===== src/rtl/conv_window_gen_3x3.sv =====
// Streaming 3x3 window generator: raster-order 8-bit pixels in, one packed
// 72-bit window out per fully-populated position (no padding).
module conv_window_gen_3x3 #(
  parameter int IMG_WIDTH  = 16,
  parameter int IMG_HEIGHT = 16
) (
  input  logic        clk,
  input  logic        rst,
  input  logic        pix_valid,
  output logic        pix_ready,
  input  logic [7:0]  pix_data,
  input  logic        pix_sof,
  output logic        win_valid,
  input  logic        win_ready,
  output logic [71:0] win_data,
  output logic        win_last
);

  localparam int CW = $clog2(IMG_WIDTH);
  localparam int RW = $clog2(IMG_HEIGHT);
  localparam logic [CW-1:0] COL_LAST = CW'(IMG_WIDTH - 1);
  localparam logic [RW-1:0] ROW_LAST = RW'(IMG_HEIGHT - 1);

  logic [CW-1:0] col;
  logic [CW-1:0] cur_col;
  logic [RW-1:0] row;
  logic [RW-1:0] cur_row;
  logic          accept;
  logic          emit;
  logic          at_col_last;
  logic          at_row_last;
  logic [7:0]    lb0 [IMG_WIDTH];
  logic [7:0]    lb1 [IMG_WIDTH];
  logic [23:0]   taps;
  logic [71:0]   win_arr;
  logic [71:0]   win_next;

  // Handshakes: a transfer happens on a rising edge where valid && ready.
  // The input side only stalls when an unconsumed window would be overwritten.
  assign pix_ready = !rst && (!win_valid || win_ready);
  assign accept    = pix_valid && pix_ready;

  // pix_sof relocates the current pixel to (0,0), abandoning a partial frame.
  assign cur_col     = pix_sof ? '0 : col;
  assign cur_row     = pix_sof ? '0 : row;
  assign at_col_last = (cur_col == COL_LAST);
  assign at_row_last = (cur_row == ROW_LAST);
  assign emit        = accept && (cur_row >= RW'(2)) && (cur_col >= CW'(2));

  // Column taps, top (row r-2) in the low byte.
  assign taps = {pix_data, lb0[cur_col], lb1[cur_col]};

  always_comb begin
    win_next = '0;
    for (int wr = 0; wr < 3; wr++) begin
      win_next[24*wr +: 8]      = win_arr[24*wr + 8 +: 8];
      win_next[24*wr + 8 +: 8]  = win_arr[24*wr + 16 +: 8];
      win_next[24*wr + 16 +: 8] = taps[8*wr +: 8];
    end
  end

  // Line buffers and the shift array carry no reset; emission waits for two
  // refilled rows, so stale contents never reach win_data.
  always_ff @(posedge clk) begin
    if (accept) begin
      lb1[cur_col] <= lb0[cur_col];
      lb0[cur_col] <= pix_data;
      win_arr      <= win_next;
    end
  end

  always_ff @(posedge clk) begin
    if (rst) begin
      col       <= '0;
      row       <= '0;
      win_valid <= 1'b0;
      win_last  <= 1'b0;
      win_data  <= '0;
    end else begin
      if (accept) begin
        if (at_col_last) begin
          col <= '0;
          row <= at_row_last ? '0 : cur_row + RW'(1);
        end else begin
          col <= cur_col + CW'(1);
          row <= cur_row;
        end
      end
      if (emit) begin
        win_data  <= win_next;
        win_valid <= 1'b1;
        win_last  <= at_row_last && at_col_last;
      end else if (win_ready) begin
        win_valid <= 1'b0;
      end
    end
  end

endmodule


===== config.mk =====
export PLATFORM = sky130hd
export DESIGN_NAME = conv_window_gen_3x3
export DESIGN_NICKNAME = d
export VERILOG_FILES = /design/src/rtl/conv_window_gen_3x3.sv
export SDC_FILE = /design/constraint.sdc
export NUM_CORES = 1
export LEC_CHECK = 0
export CORE_MARGIN = 2
export CORE_UTILIZATION = 52
export CTS_CLUSTER_DIAMETER = 30
export CTS_CLUSTER_SIZE = 12
export DETAILED_ROUTE_END_ITERATION = 10
export HOLD_SLACK_MARGIN = 0.02
export PLACE_DENSITY = 0.71
export SYNTH_ARGS = -nofsm -noshare
export SYNTH_HDL_FRONTEND = slang
export SYNTH_SLANG_ARGS = --single-unit
export TNS_END_PERCENT = 30

===== constraint.sdc =====
create_clock -name clk -period 4.4 [get_ports clk]
set_input_delay 0.44 -clock clk [delete_from_list [all_inputs] [get_ports clk]]
set_output_delay 0.44 -clock clk [all_outputs]
set_load 0.02 [all_outputs]

# Word level (Yosys, flattened, before mapping)
# Memories as Yosys holds them, arrays and structs flattened.
# Cells that the tools add are included.
# classes
n_addsub	2
n_lt_le_gt_ge	2
n_eq_ne	2
muxes	9
n_reduce_logical	9
# op_table
operator	count
2-to-1 mux 4 bit	5
adder 4 x 1 -> 4 bit (second input constant)	2
equality test 4 bit (second input constant)	2
greater-or-equal comparator 4 x 2 -> 1 bit (second input constant)	2
logical AND 1 bit	5
2-to-1 mux 1 bit	4
logical NOT 1 bit	2
nonzero test 2 bit	1
logical OR 1 bit	1
# totals
regBits	154
ram_bits	256
input_bits	13
output_inout_bits	75
word_cells	32
mem_count	2
# mem_list
name	depth	width	rd	rd_clocked_by_memory_dff	wr	line	rtl
lb0	16	8	1	0	1	32	logic [7:0] lb0 [IMG_WIDTH];
lb1	16	8	1	0	1	33	logic [7:0] lb1 [IMG_WIDTH];

# Logic depth before layout (Yosys ltp)
# depth
depth_word	7
mapped_depth	12
mapped_depth_nobuf	8

# Least setup slack after synthesis
# Ideal clock, no wire load.
# synth_timing
path_kind	register to register
from	register win_valid
to	memory lb0[0][0], enable pin
setup_time_ns	0.389
arrival_ns	3.635
required_ns	4.011
path_slack_ns	0.376
stages_incl_launch_ff	6
path_buffers	1
period_less_slack_ns	4.024
cell_sequence	dfxtp_1 -> nor2b_1 -> nor3b_1 -> clkbuf_1 -> nand2_1 -> nor2_1
# synth_via
elab_chain_len	6
# synth_rtl
element	line	rtl
start: declaration	13	output logic win_valid,
start signal: assignment	76	win_valid <= 1'b0;
start signal: assignment	91	win_valid <= 1'b1;
start signal: assignment	94	win_valid <= 1'b0;
logical NOT 1 bit	40	assign pix_ready = !rst && (!win_valid || win_ready);
logical OR 1 bit	40	
logical AND 1 bit	40	
logical AND 1 bit	41	assign accept = pix_valid && pix_ready;
net accept	28	logic accept;
2-to-1 mux 1 bit	65	if (accept) begin
2-to-1 mux 1 bit (not written as such)	67	lb0[cur_col] <= pix_data;
end: declaration	32	
# The timed path passes the listed nets, and every way through them passes these cells.

# Worst setup path after layout
# layout_timing
from	register col[1]
to	register win_data[65]
# layout_via
elab_chain_len	3
# layout_rtl
element	line	rtl
start: declaration	24	logic [CW-1:0] col;
start signal: assignment	85	col <= cur_col + CW'(1);
2-to-1 mux 4 bit	44	assign cur_col = pix_sof ? '0 : col;
greater-or-equal comparator 4 x 2 -> 1 bit	48	assign emit = accept && (cur_row >= RW'(2)) && (cur_col >= CW'(2));
logical AND 1 bit	48	
end signal: assignment	90	win_data <= win_next;
end: declaration	15	output logic [71:0] win_data,
# No other way between the ends.
# A chain may end at the register's enable or synchronous reset.

==> report_table.html <==
<table>
<tr><th>Metric</th><th>Value</th></tr>
<tr><th colspan="2">Clocking</th></tr>
<tr><td>CTS clock-pin slew for the worst setup and hold paths</td><td>0.04 ns</td></tr>
<tr><td>Maximum root-to-sink buffer count</td><td>3</td></tr>
<tr><td>Setup repair bufs after CTS</td><td>0</td></tr>
<tr><td>Number of hold buffers added after CTS</td><td>0</td></tr>
<tr><td>Buffer cell driving the clock tree root</td><td>clkbuf_16</td></tr>
<tr><td>Number of gates resized after CTS</td><td>0</td></tr>
<tr><td>Maximum level of the CTS H-tree</td><td>3</td></tr>
<tr><td>TritonCTS clock tree</td><td>built</td></tr>
<tr><td>Number of buffers inserted during clock tree synthesis</td><td>71</td></tr>
<tr><td>Skew-Pair Late Insertion Delay</td><td>0.56 ns</td></tr>
<tr><td>Number of sinks on the clock net</td><td>386</td></tr>
<tr><th colspan="2">GRT</th></tr>
<tr><td>Maximum number of pins on one net before global-route repair</td><td>84</td></tr>
<tr><td>Vias in the first global route</td><td>9,179</td></tr>
<tr><td>Antenna violations before repair</td><td>0</td></tr>
<tr><td>GR Util All Layers</td><td>24.4%</td></tr>
<tr><td>Overall overflow remaining after global route</td><td>0</td></tr>
<tr><td>Global-route wire length before repair</td><td>53,400 microns</td></tr>
<tr><th colspan="2">Timing</th></tr>
<tr><td>Summed negative setup slack over all endpoints</td><td>0 ns</td></tr>
<tr><td>Rel. slew slack</td><td>24.3%</td></tr>
<tr><td>Worst slew pin tran</td><td>1.14 ns</td></tr>
<tr><td>Period minus WS final</td><td>3.27 ns</td></tr>
<tr><td>Max Transition Viols Final</td><td>0</td></tr>
<tr><td>RSZ-0062 raised after global routing</td><td>false</td></tr>
<tr><td>Number of setup violations in the final report</td><td>0</td></tr>
<tr><td>Clock Skews</td><td>0.0206 ns</td></tr>
<tr><td>Post-Route Hold Slack</td><td>0.277 ns</td></tr>
<tr><td>Final Hold Fails</td><td>0</td></tr>
<tr><td>Part of the cycle the worst path needs</td><td>74.3%</td></tr>
<tr><td>Maximum operating frequency</td><td>306 MHz</td></tr>
<tr><th colspan="2">Placed design</th></tr>
<tr><td>HPWL reported at the end of detailed placement</td><td>20,000 microns</td></tr>
<tr><td>IO buf count</td><td>87</td></tr>
<tr><td>RePlAce Congestion</td><td>0.857</td></tr>
<tr><th colspan="2">Synth</th></tr>
<tr><td>Share of synthesized registers carrying an async set or reset</td><td>0%</td></tr>
<tr><td>Cell accounting for the most synthesized area</td><td>edfxtp_1</td></tr>
<tr><td>Number of synthesized flops with an enable pin</td><td>304</td></tr>
<tr><td>Prevailing post-synth register cell</td><td>edfxtp_1</td></tr>
<tr><td>Avg Cell Area, Syn</td><td>14.3 sq um</td></tr>
<tr><td>Post-synth cell types</td><td>48</td></tr>
<tr><td>Synth Cell Area</td><td>0.0146 sq mm</td></tr>
<tr><td>Synth warn</td><td>0</td></tr>
<tr><td>Post-synthesis net count</td><td>1,035</td></tr>
<tr><td>Biggest area contributors in the synthesized netlist</td><td>edfxtp_1 63%, dfxtp_1 11%, nand2_1 4.7%, a21oi_1 3.7%, mux2i_1 3.3%</td></tr>
<tr><td>Number of standard cells after synthesis</td><td>1,018</td></tr>
<tr><td>#FFs+latches synth</td><td>386</td></tr>
<tr><td>Share of the synthesized area in the top cell type</td><td>62.6%</td></tr>
<tr><td>Post-synthesis sequential area ratio</td><td>73.9%</td></tr>
<tr><th colspan="2">Layout</th></tr>
<tr><td>Most frequent cells in the layout</td><td>304 x edfxtp_1, 184 x nand2_1, 107 x a21oi_1</td></tr>
<tr><td>N_diodes</td><td>0</td></tr>
<tr><td>Most common cell after layout, fill and taps aside</td><td>edfxtp_1</td></tr>
<tr><td>P&amp;R area growth vs syn</td><td>26.4%</td></tr>
<tr><td>Share of cells above drive strength 1</td><td>15.9%</td></tr>
<tr><td># fillers</td><td>1,908</td></tr>
<tr><td>Number of nets in the finished design</td><td>1,171</td></tr>
<tr><th colspan="2">Critical path</th></tr>
<tr><td>Cell Chain, Critical Path</td><td>nand2b_1, inv_1, ha_1, o21bai_1, o311a_4, buf_12, nand2_1, a21oi_1</td></tr>
<tr><td>Nature of the critical path startpoint</td><td>flip-flop</td></tr>
<tr><td>Worst Path Arrival</td><td>3.73 ns</td></tr>
<tr><td>Type of element capturing the critical path</td><td>flip-flop</td></tr>
<tr><td>Worst setup path category</td><td>reg2reg</td></tr>
<tr><td>Reg2Reg Launch Point</td><td>col[1]</td></tr>
<tr><td>Largest fanout on the critical path</td><td>59</td></tr>
<tr><td>Crit path launch</td><td>col[1]</td></tr>
<tr><td>Required time worst endpoint</td><td>4.86 ns</td></tr>
<tr><td>Cell type group with the largest total delay on the critical path</td><td>flip-flops</td></tr>
<tr><td>Count of buffering cells on the critical path with inverters included</td><td>2</td></tr>
<tr><td>Slowest cell on crit path</td><td>dfxtp_2</td></tr>
<tr><td>Largest stage delay, worst path</td><td>1.05 ns</td></tr>
<tr><th colspan="2">Pwr</th></tr>
<tr><td>Pleak</td><td>0.00629 uW</td></tr>
<tr><td>Power density over the cells</td><td>529 mW/mm^2</td></tr>
<tr><td>IR Drop Worst-Case VDD</td><td>296 uV</td></tr>
<tr><th colspan="2">Worst hold path</th></tr>
<tr><td>Hold Startpoint</td><td>rst</td></tr>
<tr><td>Worst Hold Class</td><td>in2reg</td></tr>
<tr><th colspan="2">Drt</th></tr>
<tr><td>Residual antenna-violating net count after detailed routing</td><td>0</td></tr>
<tr><td>Post-DR wirelength/cell</td><td>22.1 microns</td></tr>
<tr><td>Starting DRT DRC Count</td><td>1,360</td></tr>
<tr><td>Post-detailed-route via-to-cell ratio</td><td>5.86</td></tr>
<tr><td>Length of the first detailed-routing pass in iterations</td><td>8</td></tr>
<tr><td>Detailed-route wire length</td><td>35,200 microns</td></tr>
<tr><td>Via count</td><td>9,304</td></tr>
<tr><td>Detailed-route DRC error count</td><td>0</td></tr>
<tr><th colspan="2">Floorplan</th></tr>
<tr><td>Die footprint</td><td>0.0294 sq mm</td></tr>
<tr><td>Core region area</td><td>0.0277 sq mm</td></tr>
<tr><td>Initial core utilization</td><td>52.6%</td></tr>
<tr><td>Number of top-level design ports</td><td>88</td></tr>
<tr><td>Die Span X</td><td>171 microns</td></tr>
<tr><td>Floorplan die height</td><td>171 microns</td></tr>
<tr><td>Row cnt</td><td>61</td></tr>
<tr><th colspan="2">Outcome</th></tr>
<tr><td>Result of the run</td><td>finished clean</td></tr>
<tr><th colspan="2">Job</th></tr>
<tr><td>Max-capacitance violation count</td><td>0</td></tr>
</table>
==> state kept, by name, summed over array words and instances (netlist names) <==
register,count
col,4
win_arr,48
lb0,128
win_valid,1
win_last,1
lb1,128
row,4
win_data,72
==> cell families (layout without fill, tap and decap cells) <==
logic type / count (synthesis) / in the layout / synth area share [%]
AOI/OAI and AO/OA: 236 / 236 / 11.3
muxes: 66 / 66 / 4.71
adders and majority gates: 4 / 4 / 0.343
buffers and inverters: 75 / 268 / 2.46
and+or+nand+nor: 250 / 250 / 7.20
xor gates and xnor gates: 1 / 1 / 0.0601
DFF: 386 / 386 / 73.9
==> layer usage <==
metal / up-vias / track usage, % / part of all wire, %
met5: - / 0 / 0
met4: 0 / 9.76 / 2.2
met3: 58 / 5.20 / 8.3
met2: 445 / 39.0 / 48
met1: 4619 / 32.8 / 41
li1: 4182 / - / -
==> synthesized netlist by cell type (all sizes together), types with 3 or more instances <==
| cell type | instances |
|---|---|
| nand2 | 184 |
| a222oi | 15 |
| buf | 32 |
| inv | 6 |
| a211oi | 18 |
| clkbuf | 37 |
| a21oi | 107 |
| ha | 4 |
| mux2i | 48 |
| nand3 | 16 |
| nor2b | 4 |
| mux2 | 18 |
| edfxtp | 304 |
| nor2 | 26 |
| a221oi | 16 |
| a41oi | 15 |
| and3 | 3 |
| nand2b | 5 |
| dfxtp | 82 |
| o21bai | 16 |
| o21ai | 7 |
| a221o | 30 |
==> power breakdown <==
group / internal, uW / switching, uW
combinational: 83.4 / 194
clock: 3680 / 1770
sequential: 4000 / 20.0
==> path summary, 6_finish.rpt <==
path / slack [ns] / endpoint / cells past startpoint
worst min-delay path: 0.28 / col[3] / 4
worst min register to register: 0.44 / win_arr[9] / 0
worst max register to register: 1.13 / win_data[65] / 8
worst max-delay path: 1.13 / win_data[65] / 8
==> stage by stage <==
| stage | cell area, sq um | std cells | worst slack (ns) | util (%) | total power (uW) |
|---|---|---|---|---|---|
| global route | 18400 | 1589 | 0.899 | 66.5 | 10000 |
| floorplan | 14600 | 1018 | 0.376 | - | 4250 |
| finish | 18400 | 1589 | 1.13 | 66.5 | 9750 |
| detailed placement | 16000 | 1459 | 1.05 | 57.6 | 4360 |
| global placement | 16000 | 1459 | 1.10 | 57.6 | 4350 |
| CTS | 18400 | 1589 | 1.11 | 66.5 | 9800 |
==> worst register-to-register path: stages, from the launching register on <==
cell,delay [ns]
dfxtp_2,1.05
nand2b_1,0.41
inv_1,0.20
ha_1,0.17
o21bai_1,0.21
o311a_4,0.54
buf_12,0.31
nand2_1,0.10
a21oi_1,0.20
==> cell type report <==
class	count	area, sq um	area share (%)
multi-input combinational	557	3480	18.9
sequential	386	10800	58.5
timing repair buffer	132	1220	6.60
clock inverter	40	459	2.49
clock buffer	90	1990	10.8
tap	378	473	2.57
inverter	6	25.0	0.136
No activity file was read; power rests on OpenSTA's default activity.
